===== src/rtl/i2c_reg_bank_pkg.sv =====
// Shared constants for the I2C register bank: address map, bit positions, default IDs.
// Latency: n/a (constants only).
// Backpressure: n/a.
package i2c_regbank_pkg;

  localparam logic [7:0] ADDR_ID         = 8'h00;
  localparam logic [7:0] ADDR_VERSION    = 8'h01;
  localparam logic [7:0] ADDR_SCRATCH    = 8'h02;
  localparam logic [7:0] ADDR_CTRL       = 8'h03;
  localparam logic [7:0] ADDR_STATUS     = 8'h04;
  localparam logic [7:0] ADDR_FIFO_DATA  = 8'h05;
  localparam logic [7:0] ADDR_FIFO_LEVEL = 8'h06;
  localparam logic [7:0] ADDR_CNT_LO     = 8'h07;
  localparam logic [7:0] ADDR_CNT_HI     = 8'h08;

  localparam int ST_FIFO_OVF = 0;
  localparam int ST_FIFO_NE  = 1;
  localparam int ST_EVT_SEEN = 2;

  localparam int CTRL_IRQ_EN = 7;

  localparam logic [7:0] DEF_ID_VALUE = 8'hA5;
  localparam logic [7:0] DEF_VERSION  = 8'h01;

endpackage


===== src/rtl/i2c_reg_bank_sync_fifo.sv =====
// Byte mailbox FIFO with fall-through head; rdata reads 0 when empty.
// Latency: push visible at head 1 clk later; pop advances head on the same edge.
// Backpressure: push while full is ignored unless a pop happens in the same cycle.
module sync_fifo #(
  parameter int WIDTH = 8,
  parameter int DEPTH = 8
) (
  input  logic                     clk,
  input  logic                     rst_n,
  input  logic                     push,
  input  logic                     pop,
  input  logic [WIDTH-1:0]         wdata,
  output logic [WIDTH-1:0]         rdata,
  output logic                     full,
  output logic                     empty,
  output logic [$clog2(DEPTH):0]   level
);

  localparam int AW = $clog2(DEPTH);

  logic [WIDTH-1:0] mem [DEPTH];
  logic [AW-1:0]    wr_ptr;
  logic [AW-1:0]    rd_ptr;
  logic [AW:0]      count;
  logic             push_ok;
  logic             pop_ok;

  assign empty   = (count == '0);
  assign full    = (count == (AW+1)'(DEPTH));
  assign level   = count;
  assign pop_ok  = pop & ~empty;
  // A full FIFO still accepts a push when the head leaves on the same edge.
  assign push_ok = push & (~full | pop_ok);
  assign rdata   = empty ? '0 : mem[rd_ptr];

  always_ff @(posedge clk) begin
    if (push_ok) mem[wr_ptr] <= wdata;
  end

  always_ff @(posedge clk or negedge rst_n) begin
    if (!rst_n) begin
      wr_ptr <= '0;
      rd_ptr <= '0;
      count  <= '0;
    end else begin
      if (push_ok) wr_ptr <= wr_ptr + AW'(1);
      if (pop_ok)  rd_ptr <= rd_ptr + AW'(1);
      case ({push_ok, pop_ok})
        2'b10:   count <= count + (AW+1)'(1);
        2'b01:   count <= count - (AW+1)'(1);
        default: count <= count;
      endcase
    end
  end

endmodule


===== src/rtl/i2c_reg_bank.sv =====
// I2C slave register bank: IDs, scratch, LED ctrl, W1C status, event counter, mailbox (I2C_REGBANK_FIFO_EN).
// Latency: reg_rdata 1 clk after addr/state change; led_o with its register; irq_o 1 clk later.
// Backpressure: none; every strobe cycle acts, mailbox overflow drops the byte and flags it.
module i2c_reg_bank
  import i2c_regbank_pkg::*;
#(
  parameter logic [7:0] ID_VALUE   = DEF_ID_VALUE,
  parameter logic [7:0] VERSION    = DEF_VERSION,
  parameter int         FIFO_DEPTH = 8
) (
  input  logic       clk,
  input  logic       rst_n,
  input  logic [7:0] reg_addr,
  input  logic [7:0] reg_wdata,
  input  logic       reg_wr,
  input  logic       reg_rd,
  output logic [7:0] reg_rdata,
  input  logic       evt_i,
  output logic [3:0] led_o,
  output logic       irq_o
);

  localparam int LW = $clog2(FIFO_DEPTH) + 1;

  logic [7:0]    scratch;
  logic [3:0]    led;
  logic          irq_en;
  logic          evt_seen;
  logic          fifo_ovf;
  logic [15:0]   cnt;
  logic [7:0]    cnt_hi_shadow;
  logic [2:0]    evt_sync;
  logic          evt_edge;
  logic          wr_status;
  logic          fifo_ovf_set;
  logic          fifo_ne;
  logic [7:0]    fifo_head;
  logic [LW-1:0] fifo_level;
  logic [7:0]    rdata_nxt;

  assign evt_edge  = evt_sync[1] & ~evt_sync[2];
  assign wr_status = reg_wr && (reg_addr == ADDR_STATUS);
  assign led_o     = led;

`ifdef I2C_REGBANK_FIFO_EN
  logic fifo_push;
  logic fifo_pop;
  logic fifo_full;
  logic fifo_empty;

  assign fifo_push    = reg_wr && (reg_addr == ADDR_FIFO_DATA);
  assign fifo_pop     = reg_rd && (reg_addr == ADDR_FIFO_DATA) && !fifo_empty;
  assign fifo_ovf_set = fifo_push && fifo_full && !fifo_pop;
  assign fifo_ne      = !fifo_empty;

  sync_fifo #(
    .WIDTH (8),
    .DEPTH (FIFO_DEPTH)
  ) u_fifo (
    .clk   (clk),
    .rst_n (rst_n),
    .push  (fifo_push),
    .pop   (fifo_pop),
    .wdata (reg_wdata),
    .rdata (fifo_head),
    .full  (fifo_full),
    .empty (fifo_empty),
    .level (fifo_level)
  );
`else
  assign fifo_ovf_set = 1'b0;
  assign fifo_ne      = 1'b0;
  assign fifo_head    = 8'h00;
  assign fifo_level   = '0;
`endif

  always_comb begin
    rdata_nxt = 8'h00;
    case (reg_addr)
      ADDR_ID:         rdata_nxt = ID_VALUE;
      ADDR_VERSION:    rdata_nxt = VERSION;
      ADDR_SCRATCH:    rdata_nxt = scratch;
      ADDR_CTRL:       rdata_nxt = {irq_en, 3'b000, led};
      ADDR_STATUS:     rdata_nxt = {5'b00000, evt_seen, fifo_ne, fifo_ovf};
      ADDR_FIFO_DATA:  rdata_nxt = fifo_head;
      ADDR_FIFO_LEVEL: rdata_nxt = 8'(fifo_level);
      ADDR_CNT_LO:     rdata_nxt = cnt[7:0];
      ADDR_CNT_HI:     rdata_nxt = cnt_hi_shadow;
      default:         rdata_nxt = 8'h00;
    endcase
  end

  always_ff @(posedge clk or negedge rst_n) begin
    if (!rst_n) begin
      scratch       <= 8'h00;
      led           <= 4'h0;
      irq_en        <= 1'b0;
      evt_seen      <= 1'b0;
      fifo_ovf      <= 1'b0;
      cnt           <= 16'h0000;
      cnt_hi_shadow <= 8'h00;
      evt_sync      <= 3'b000;
      reg_rdata     <= 8'h00;
      irq_o         <= 1'b0;
    end else begin
      evt_sync <= {evt_sync[1:0], evt_i};
      if (reg_wr && (reg_addr == ADDR_SCRATCH)) scratch <= reg_wdata;
      if (reg_wr && (reg_addr == ADDR_CTRL)) begin
        led    <= reg_wdata[3:0];
        irq_en <= reg_wdata[CTRL_IRQ_EN];
      end
      // A new set on the same edge as its W1C wins.
      evt_seen <= evt_edge | (evt_seen & ~(wr_status & reg_wdata[ST_EVT_SEEN]));
      fifo_ovf <= fifo_ovf_set | (fifo_ovf & ~(wr_status & reg_wdata[ST_FIFO_OVF]));
      if (evt_edge) cnt <= cnt + 16'd1;
      if (reg_rd && (reg_addr == ADDR_CNT_LO)) cnt_hi_shadow <= cnt[15:8];
      reg_rdata <= rdata_nxt;
      irq_o     <= irq_en & (fifo_ovf | evt_seen);
    end
  end

endmodule


===== config.mk =====
export PLATFORM = sky130hd
export DESIGN_NAME = i2c_reg_bank
export DESIGN_NICKNAME = d
export VERILOG_FILES = /design/src/rtl/i2c_reg_bank_pkg.sv /design/src/rtl/i2c_reg_bank_sync_fifo.sv /design/src/rtl/i2c_reg_bank.sv
export SDC_FILE = /design/constraint.sdc
export NUM_CORES = 1
export LEC_CHECK = 0
export ABC_CLOCK_PERIOD_IN_PS = 1500
export CORE_UTILIZATION = 25
export DETAILED_ROUTE_END_ITERATION = 16
export GPL_ROUTABILITY_DRIVEN = 0
export PLACE_DENSITY_LB_ADDON = 0.2
export SLEW_MARGIN = 40
export SYNTH_ARGS = -nofsm -noshare
export SYNTH_HDL_FRONTEND = slang
export SYNTH_SLANG_ARGS = --single-unit

===== constraint.sdc =====
create_clock -name clk -period 1.5 [get_ports clk]
set_input_delay 0.375 -clock clk [delete_from_list [all_inputs] [get_ports clk]]
set_output_delay 0.375 -clock clk [all_outputs]
set_load 0.1 [all_outputs]

==> summary.md, run 1 <==
| Metric | Value |
|---|---|
| Status | `complete, but fails checks` |
| Failing checks | `setup timing` |
| Final non-filler cell total | `362` |
| Std cell rows | `34` |
| Placeable Area | `8720 um2` |
| Max-cap viol count | `0` |
| Internal power | `2.06 mW` |
| GRT overflow | `0` |
| Post-Synthesis Cells | `182` |
| Fin crit period | `1620 ps` |
| CTS tree | `yes` |
| P_sw | `0.831 mW` |
| DP Worst Slack | `-875 ps` |
| Multi-input logic area | `998 um2` |
| Antenna cell count | `0` |
| Num CTS Buffers | `5` |
| F_max | `616 MHz` |
| Port Buffers | `33` |
| Setup CP Type | `in2reg` |
| Final Max Slew Viols | `0` |
| Total track usage | `12.5%` |
| Die Width | `96.7 um` |
| Clock power share | `28.0%` |
| Comb power frac | `19.1%` |
| Pleak | `1.53 nW` |
| Clock Skew | `6.16 ps` |
| Clock Pin Slew Worst Setup and Hold Paths | `100 ps` |
| Initial DRC Count | `65` |
| Longest Clk Path Bufs | `2` |
| First-pass GRT wire length | `9.04 mm` |
| Sink Count | `51` |
| CTS root buf | `clkbuf_8` |
| Yosys reg bits | `51` |
| DRT antenna net count | `0` |
| Worst hold margin | `47.6 ps` |
| RR Startpoint | `cnt[0]` |
| Vias/cell | `4.54` |
| Clock latency on the worst-skew pair | `300 ps` |
| Post-route setup TNS | `-1650 ps` |
| Initial Utilization | `25.7%` |
| Largest net degree at the start of global routing | `24` |
| Worst slew margin | `62.7%` |
| Area Growth Syn to Fin | `44.8%` |
| Syn avg cell area | `12.3 um2` |
| Sw frac | `28.8%` |
| Die Area | `9360 um2` |
| Post-synthesis sequential area ratio | `56.9%` |
| Cells after DPL | `352` |
| VDD IR max | `384 uV` |
| Hold Path Class | `in2async` |
| Setup violators final | `26` |
| Final WL | `5.40 mm` |
| Die Span Y | `96.7 um` |
| Drt pass-1 iters | `4` |
| I/O Pins | `34` |
| Yosys cell types | `41` |
| Tightest Pin Transition | `560 ps` |
| EDFF count, synth | `0` |
| Nets | `275` |
| Req. time, crit path | `1690 ps` |
| Register area | `1280 um2` |
| Sequential share of power | `52.9%` |
| Drt wl/cell | `14.9 um` |
| Setup crit end kind | `flip-flop` |
| Synth top area cells | `dfrtp_1 (57%), mux2_2 (11%), xnor2_1 (4.3%), nand2_1 (3.0%), nand3_1 (1.8%)` |
| Final period util | `108%` |
| Worst path arrival time | `1820 ps` |
| CTS H-tree depth | `2` |
| Vias | `1644` |
| Cell Area, Synth | `2240 um2` |
| Post-DP HPWL | `4.11 mm` |
| Antenna violations before repair | `0` |
| Most instantiated library cell after synthesis | `dfrtp_1` |
| Pwr/cell area | `889 nW/um2` |
| Worst Setup Start Kind | `input port` |
| Fill cells | `854` |
| Final worst setup slack | `-123 ps` |
| Asr flop ratio synth | `100%` |
| Largest fanout on the critical path | `6` |
| CP startpoint | `reg_addr[7]` |
| Main synth FF type | `dfrtp_1` |
| Vias in the first global route | `1735` |
| Synth area leader | `dfrtp_1` |
| Final-report hold violation count | `0` |
| Commonest cells in the netlist | `dfrtp_1 (51), mux2_2 (21), nand2_1 (18)` |
| Overall power | `2.89 mW` |
| Syn nets | `204` |
| Layout cells sized above 1 | `39.0%` |
| Yosys warns | `0` |
| DRC errors left | `0` |
| RSZ-0062 raised after global routing | `true` |
| Share of the synthesized area in the top cell type | `56.9%` |
## sequential cells by signal (all words and copies together) (netlist names)
name / count
irq_en: 1
cnt_hi_shadow: 8
fifo_ovf: 1
irq_o: 1
evt_sync: 3
cnt: 16
reg_rdata: 8
scratch: 8
evt_seen: 1
led_o: 4
## final timing paths
kind	slack, ps	to	cells past startpoint
max in group asynchronous	900	cnt[11]	2
worst max register to register	70	cnt[10]	6
worst min register to register	360	evt_sync[1]	0
worst max-delay path	-120	led_o[2]	5
min in group clk	360	evt_sync[1]	0
worst min-delay path	50	reg_rdata[7]	1
## cells by family after synthesis
logic type / after synthesis / share of synthesized area, %
fa+ha+maj: 1 / 0.558
flops: 51 / 56.9
simple gates: 66 / 17.7
xor+xnor: 15 / 5.86
compound gates: 19 / 6.30
buf+inv: 8 / 1.67
mux: 22 / 11.0
## cells in the final DEF, fill, tap and decap left out, types with 3 or more instances in the layout
master and count:
xnor2_1 11, dfrtp_1 51, nand2b_1 5, buf_4 36, buf_12 14, a221o_1 3, mux2_2 19, nand2_1 18
nand3_1 8, clkbuf_8 5, nor2_1 8, clkdlybuf4s50_1 12, a21oi_1 5, xor2_1 4
## through the flow
stage               utilization [%]  cell area, um2
finish                         37.2            3250
global route                   37.2            3250
CTS                            36.6            3200
detailed placement             35.5            3090
global placement               35.5            3090
floorplan                         -            2260
## power by group through the flow
| stage | combinational (mW) | clock [mW] | sequential, mW |
|---|---|---|---|
| 2_1_floorplan | 0.169 | 0 | 1.61 |
| 3_3_place_gp | 0.528 | 0 | 1.56 |
| 3_5_place_dp | 0.530 | 0 | 1.56 |
| 4_1_cts | 0.535 | 0.838 | 1.53 |
| 5_1_grt | 0.604 | 0.889 | 1.54 |
| 6_report | 0.551 | 0.809 | 1.53 |
## worst max-delay path, stage by stage
cell and delay [ps]:
buf_6 90, or4_4 610, nor4_4 290, nand2_4 140, mux2_4 310
## cell type report
| type | count | share of cell area, % |
|---|---|---|
| Multi-Input combinational cell | 123 | 30.7 |
| Sequential cell | 51 | 39.3 |
| Clock inverter | 3 | 0.578 |
| Clock buffer | 5 | 2.12 |
| Inverter | 2 | 0.231 |
| Timing Repair Buffer | 70 | 22.9 |
| Tap cell | 108 | 4.16 |
## per-layer routing
layer / vias up / routed length, um / track usage (%)
li1: 794 / - / -
met1: 818 / 2600 / 17.1
met2: 27 / 2630 / 20.2
met3: 5 / 109 / 2.38
met4: 0 / 52 / 3.44
met5: - / 0 / 0
## what timing repair did
item | CTS | global route
resized for setup | 22 | 7
pin swaps | 5 | 7
hold endpoints to repair | 0 | 0
endpoints found under the setup margin | 31 | 35
hold buffers | 0 | 0
setup buffers | 0 | 2
No activity file was read; power rests on OpenSTA's default activity.
==> inputs of run 2 (changes only) <==
--- a/config.mk
+++ b/config.mk
@@ -6,6 +6,8 @@
 export NUM_CORES = 1
 export LEC_CHECK = 0
 export ABC_CLOCK_PERIOD_IN_PS = 1500
+export CELL_PAD_IN_SITES_DETAIL_PLACEMENT = 1
+export CELL_PAD_IN_SITES_GLOBAL_PLACEMENT = 1
 export CORE_UTILIZATION = 25
 export DETAILED_ROUTE_END_ITERATION = 16
 export GPL_ROUTABILITY_DRIVEN = 0
==> run 2 against run 1 <==
Compared with the run above: the run still ends with setup timing left; sequential share of layout area shrank 1.1 points; fmax shrank 0.15%; die area is the same; via count grew 2.7%; largest power group unchanged.
==> summary.md, run 2 (synthesis results as in run 1) <==
| Metric | Value |
|---|---|
| Status | `complete, but fails checks (unchanged)` |
| Failing checks | `setup timing (unchanged)` |
| Vias in the first global route | `1913 (was 1735)` |
| Antenna violations before repair | `0 (unchanged)` |
| Final Max Slew Viols | `0 (unchanged)` |
| Drt pass-1 iters | `4 (unchanged)` |
| RSZ-0062 raised after global routing | `true (unchanged)` |
| Placeable Area | `8720 um2 (unchanged)` |
| Initial Utilization | `25.7% (unchanged)` |
| P_sw | `0.856 mW (was 0.831 mW)` |
| Register-to-register setup slack | `80 ps (was 70 ps)` |
| Clock Pin Slew Worst Setup and Hold Paths | `100 ps (about the same)` |
| Biggest register | `cnt (unchanged)` |
| I/O Pins | `34 (unchanged)` |
| Internal power | `2.11 mW (was 2.06 mW)` |
| Die Area | `9360 um2 (unchanged)` |
| Vias | `1689 (was 1644)` |
| Max reg flops | `16 (unchanged)` |
| Post-route setup TNS | `-2370 ps (was -1650 ps)` |
| F_max | `615 MHz (was 616 MHz)` |
| Worst slew margin | `80.8% (was 62.7%)` |
| Num CTS Buffers | `5 (unchanged)` |
| Comb power frac | `21.1% (was 19.1%)` |
| Antenna cell count | `0 (unchanged)` |
| Most common cell after layout, fill and taps aside | `dfrtp_1 (unchanged)` |
| Longest Clk Path Bufs | `2 (unchanged)` |
| RR Startpoint | `cnt[0] (unchanged)` |
| Final Util | `38.4% (was 37.2%)` |
| Worst path arrival time | `1820 ps (about the same)` |
| Clock Skew | `8.27 ps (was 6.16 ps)` |
| Overall power | `2.96 mW (was 2.89 mW)` |
| Largest fanout on the critical path | `8 (was 6)` |
| Pleak | `1.54 nW (was 1.53 nW)` |
| Req. time, crit path | `1700 ps (was 1690 ps)` |
| VDD IR max | `361 uV (was 384 uV)` |
| Final WL | `5.87 mm (was 5.40 mm)` |
| DRT antenna net count | `0 (unchanged)` |
| Clock power share | `26.8% (was 28.0%)` |
| Max-cap viol count | `0 (unchanged)` |
| Final worst setup slack | `-126 ps (was -123 ps)` |
| R2r endpoint | `cnt[12] (was cnt[10])` |
| Pwr/cell area | `885 nW/um2 (was 889 nW/um2)` |
| First-pass GRT wire length | `9.93 mm (was 9.04 mm)` |
| Clock latency on the worst-skew pair | `300 ps (about the same)` |
| Worst Setup Start Kind | `input port (unchanged)` |
| Fill cells | `960 (was 854)` |
| Initial DRC Count | `21 (was 65)` |
| GRT overflow | `0 (unchanged)` |
| Setup violators final | `25 (was 26)` |
| CTS tree | `yes (unchanged)` |
| CP startpoint | `reg_addr[7] (unchanged)` |
| DRC errors left | `0 (unchanged)` |
| Layout cells sized above 1 | `41.2% (was 39.0%)` |
| Drt wl/cell | `16.1 um (was 14.9 um)` |
| Sw frac | `28.9% (was 28.8%)` |
| R2R depth | `7 (was 6)` |
| Hold Path Class | `in2async (unchanged)` |
| Tightest Pin Transition | `285 ps (was 560 ps)` |
| Final non-filler cell total | `365 (was 362)` |
| Nets | `278 (was 275)` |
| Post-DP HPWL | `4.31 mm (was 4.11 mm)` |
| Setup crit end kind | `flip-flop (unchanged)` |
| Die Width | `96.7 um (unchanged)` |
| CTS root buf | `clkbuf_8 (unchanged)` |
| Largest net degree at the start of global routing | `52 (was 24)` |
| CTS H-tree depth | `2 (unchanged)` |
| End of the critical path | `scratch[0] (was led_o[2])` |
| Final-report hold violation count | `0 (unchanged)` |
| Sequential share of power | `52.2% (was 52.9%)` |
| Std cell rows | `34 (unchanged)` |
| Sink Count | `51 (unchanged)` |
| Most frequent cells in the layout | `dfrtp_1 (50), buf_4 (32), mux2_2 (19) (was dfrtp_1 (51), buf_4 (36), mux2_2 (19))` |
| Total track usage | `13.5% (was 12.5%)` |
| Port Buffers | `33 (unchanged)` |
| Area Growth Syn to Fin | `49.2% (was 44.8%)` |
| Die Span Y | `96.7 um (unchanged)` |
| Final period util | `108% (about the same)` |
| Vias/cell | `4.63 (was 4.54)` |
| Cells after DPL | `348 (was 352)` |
| Fin crit period | `1630 ps (was 1620 ps)` |
| Setup CP Type | `in2reg (unchanged)` |
| DP Worst Slack | `-774 ps (was -875 ps)` |
run 2: worst min path at each step:
stage / start / end / slack, ps / depth (start not counted)
global route: rst_n / reg_rdata[4] / 50 / 2
finish: rst_n / reg_rdata[4] / 50 / 2
CTS: rst_n / reg_rdata[5] / 60 / 2
detailed placement: evt_sync[0] / evt_sync[1] / 340 / 0
floorplan: rst_n / cnt[0] / 80 / 0
global placement: evt_sync[0] / evt_sync[1] / 340 / 0
run 2: per-stage QoR:
stage          hold WS [ps]  instance area (um2)
2_1_floorplan          79.4                 2260
3_3_place_gp            337                 3060
3_5_place_dp            337                 3060
4_1_cts                56.5                 3200
5_1_grt                54.7                 3350
6_report               45.1                 3350
run 2: routing by layer:
metal	up-vias	GRT usage [%]	wire length, um
met5	-	0	0
met4	0	4.25	92
met3	7	2.60	163
met2	33	22.0	2850
met1	847	17.9	2760
li1	802	-	-
run 2: power by group through the flow:
stage,clock network (mW),logic [mW],registers (mW)
2_1_floorplan,0,0.169,1.61
5_1_grt,0.865,0.677,1.56
4_1_cts,0.835,0.513,1.53
6_report,0.793,0.625,1.55
3_3_place_gp,0,0.496,1.56
3_5_place_dp,0,0.504,1.56
run 2: what timing repair did:
action / 4_1_cts / 5_1_grt
setup endpoints to repair: 32 / 29
pin swaps: 9 / 11
resized for setup: 29 / 13
setup buffers: 1 / 8
hold buffers: 0 / 0
run 2: layout make-up:
class	instances	area [um2]	share of cell area, %
Timing Repair Buffer	73	805	24.0
Inverter	2	7.51	0.224
Clock buffer	6	72.6	2.17
Sequential cell	51	1280	38.2
Tap cell	108	135	4.04
Clock inverter	2	12.5	0.374
Multi-Input combinational cell	123	1040	31.0
run 2: critical path: stages:
cell,delay [ps]
buf_6,90
or4_4,570
buf_12,160
nor2_4,100
nand4_4,190
mux2_2,330
==> inputs of run 3 (changes only) <==
--- a/config.mk
+++ b/config.mk
@@ -11,8 +11,8 @@
 export CORE_UTILIZATION = 25
 export DETAILED_ROUTE_END_ITERATION = 16
 export GPL_ROUTABILITY_DRIVEN = 0
+export HOLD_SLACK_MARGIN = 0.1
 export PLACE_DENSITY_LB_ADDON = 0.2
-export SLEW_MARGIN = 40
 export SYNTH_ARGS = -nofsm -noshare
 export SYNTH_HDL_FRONTEND = slang
 export SYNTH_SLANG_ARGS = --single-unit
==> run 3 against run 2 <==
Compared with the run above: the flow still finishes with violations (setup timing); via count unchanged; global-route usage about the same; sequential cell count unchanged; total power about the same; first-iteration DRC count increased by 4.8%; clock power about the same; core utilization increased by 0.11 points; largest power group unchanged; final area increased by 0.30%; register-to-register slack about the same.
==> summary.md, run 3 (synthesis results as in run 1) <==
| Metric | Value |
|---|---|
| Most common cell after layout, fill and taps aside | `dfrtp_1 (unchanged)` |
| Area Growth Syn to Fin | `49.7% (was 49.2%)` |
| Max reg flops | `16 (unchanged)` |
| R2R depth | `7 (unchanged)` |
| Worst path arrival time | `1810 ps (was 1820 ps)` |
| Die Area | `9360 um2 (unchanged)` |
| Biggest register | `cnt (unchanged)` |
| Clock latency on the worst-skew pair | `300 ps (about the same)` |
| Vias/cell | `4.61 (was 4.63)` |
| Fill cells | `962 (was 960)` |
| Worst Hold End | `evt_sync[1]` |
| Critical Path Most Common Cell | `buf_6` |
| Nets | `279 (was 278)` |
| Placeable Area | `8720 um2 (unchanged)` |
| Num CTS Buffers | `5 (unchanged)` |
| Register area | `1280 um2 (unchanged)` |
| Req. time, crit path | `1690 ps (was 1700 ps)` |
| First-pass GRT wire length | `9.96 mm (was 9.93 mm)` |
| Setup crit end kind | `flip-flop (unchanged)` |
| Fin crit period | `1620 ps (was 1630 ps)` |
| Tightest Pin Transition | `285 ps (unchanged)` |
| Die Width | `96.7 um (unchanged)` |
| Total track usage | `13.5% (about the same)` |
| Setup CP Type | `in2reg (unchanged)` |
| Critical path cell sequence | `buf_6 -> or4_4 -> buf_12 -> nor2_4 -> buf_4 -> buf_6 -> and4_4 -> a31oi_1 (was buf_6 -> or4_4 -> buf_12 -> nor2_4 -> nand4_4 -> mux2_2)` |
| Failing checks | `setup timing (unchanged)` |
| Comb power frac | `21.1% (about the same)` |
| GRT overflow | `0 (unchanged)` |
| Largest fanout on the critical path | `4 (was 8)` |
| DRC errors left | `0 (unchanged)` |
| Antenna violations before repair | `0 (unchanged)` |
| DP Worst Slack | `-774 ps (unchanged)` |
| Final worst setup slack | `-118 ps (was -126 ps)` |
| Internal power | `2.11 mW (about the same)` |
| Multi-input logic area | `1040 um2 (unchanged)` |
| R2r endpoint | `cnt[12] (unchanged)` |
| Final Max Slew Viols | `0 (unchanged)` |
| Final period util | `108% (about the same)` |
| Largest net degree at the start of global routing | `52 (unchanged)` |
| VDD IR max | `361 uV (about the same)` |
| Initial Utilization | `25.7% (unchanged)` |
| DRT antenna net count | `0 (unchanged)` |
| Initial DRC Count | `22 (was 21)` |
| CTS root buf | `clkbuf_8 (unchanged)` |
| Hold Path Class | `reg2reg (was in2async)` |
| Longest Clk Path Bufs | `2 (unchanged)` |
| Vias in the first global route | `1925 (was 1913)` |
| Overall power | `2.97 mW (was 2.96 mW)` |
| Drt wl/cell | `16.0 um (was 16.1 um)` |
| P_sw | `0.855 mW (was 0.856 mW)` |
| Worst slew margin | `80.8% (unchanged)` |
| Post-DP HPWL | `4.31 mm (unchanged)` |
| Max-cap viol count | `0 (unchanged)` |
| RSZ-0062 raised after global routing | `true (unchanged)` |
| CTS H-tree depth | `2 (unchanged)` |
| Crit path largest cell delay | `570 ps (about the same)` |
| HP Start | `evt_sync[0]` |
| Pwr/cell area | `883 nW/um2 (was 885 nW/um2)` |
| Final-report hold violation count | `0 (unchanged)` |
| Clock Pin Slew Worst Setup and Hold Paths | `100 ps (about the same)` |
| RR Startpoint | `cnt[0] (unchanged)` |
| Port Buffers | `33 (unchanged)` |
| Final Util | `38.5% (was 38.4%)` |
| I/O Pins | `34 (unchanged)` |
| Std cell rows | `34 (unchanged)` |
| Sw frac | `28.8% (was 28.9%)` |
| Vias | `1689 (unchanged)` |
| Register-to-register setup slack | `80 ps (about the same)` |
| Layout cells sized above 1 | `41.1% (was 41.2%)` |
| CTS tree | `yes (unchanged)` |
| Most frequent cells in the layout | `dfrtp_1 (50), buf_4 (32), mux2_2 (19) (unchanged)` |
| Worst Setup Start Kind | `input port (unchanged)` |
| Sink Count | `51 (unchanged)` |
| Antenna cell count | `0 (unchanged)` |
| Status | `complete, but fails checks (unchanged)` |
| Slowest library cell on the worst path | `or4_4 (unchanged)` |
| Final WL | `5.86 mm (was 5.87 mm)` |
| Drt pass-1 iters | `4 (unchanged)` |
| Die Span Y | `96.7 um (unchanged)` |
| Sequential share of power | `52.1% (was 52.2%)` |
| Clock power share | `26.7% (was 26.8%)` |
| Clock Skew | `8.23 ps (was 8.27 ps)` |
| Post-route setup TNS | `-2200 ps (was -2370 ps)` |
| Pleak | `1.54 nW (about the same)` |
| Hold path cells | `0` |
| Setup violators final | `25 (unchanged)` |
| F_max | `618 MHz (was 615 MHz)` |
[run 3: cell count changes in the layout (fill, tap and decap cells not counted)]
cell,previous run,this run
dlygate4sd3_1,0,1
[run 3: area by class of cell]
type	instances	share of cell area, %
repair buffers	74	24.3
flip-flops and latches	51	38.0
inverters	2	0.224
clock inverters	2	0.373
clock buffers	6	2.16
well taps	108	4.02
multi-input cells	123	30.9
[run 3: layer usage]
| layer | track usage (%) | vias up | share of wire (%) |
|---|---|---|---|
| li1 | - | 804 | - |
| met2 | 22.2 | 31 | 49 |
| met5 | 0 | - | 0 |
| met4 | 4.25 | 0 | 1.1 |
| met1 | 17.9 | 849 | 48 |
| met3 | 2.60 | 5 | 2.3 |
[run 3: power by group through the flow]
stage | Combinational (mW) | Sequential [mW] | Clock, mW
after floorplan | 0.169 | 1.61 | 0
after global placement | 0.496 | 1.56 | 0
after detailed placement | 0.504 | 1.56 | 0
after CTS | 0.515 | 1.53 | 0.835
after global routing | 0.679 | 1.56 | 0.865
final | 0.627 | 1.55 | 0.793
[run 3: worst max path at each step]
| stage | start | to | slack (ps) | depth (start not counted) |
|---|---|---|---|---|
| 6_report | reg_addr[7] | evt_seen | -120 | 8 |
| 5_1_grt | reg_addr[7] | scratch[3] | -170 | 6 |
| 4_1_cts | reg_addr[6] | led_o[3] | -150 | 5 |
| 3_5_place_dp | reg_addr[5] | reg_rdata[0] | -770 | 7 |
| 3_3_place_gp | reg_addr[5] | cnt_hi_shadow[0] | -770 | 5 |
| 2_1_floorplan | reg_addr[5] | cnt_hi_shadow[0] | -310 | 5 |
[run 3: repair_timing]
item | 4_1_cts | 5_1_grt
pin swaps | 9 | 11
hold buffers | 1 | 0
buffers inserted | 1 | 8
resized for setup | 29 | 13
setup endpoints to repair | 32 | 29
endpoints found under the hold margin | 51 | 0
[run 3: stage by stage]
| step | instance area (um2) | cells | hold WS [ps] |
|---|---|---|---|
| 2_1_floorplan | 2260 | 182 | 79.4 |
| 3_3_place_gp | 3060 | 348 | 337 |
| 3_5_place_dp | 3060 | 348 | 337 |
| 4_1_cts | 3210 | 358 | 361 |
| 5_1_grt | 3360 | 366 | 367 |
| 6_report | 3360 | 366 | 357 |
[run 3: worst max-delay path: cells and delay by family]
kind	cells	cell delay [ps]
and+or+nand+nor	3	890
buffers and inverters	4	460
AOI/OAI and AO/OA	1	80
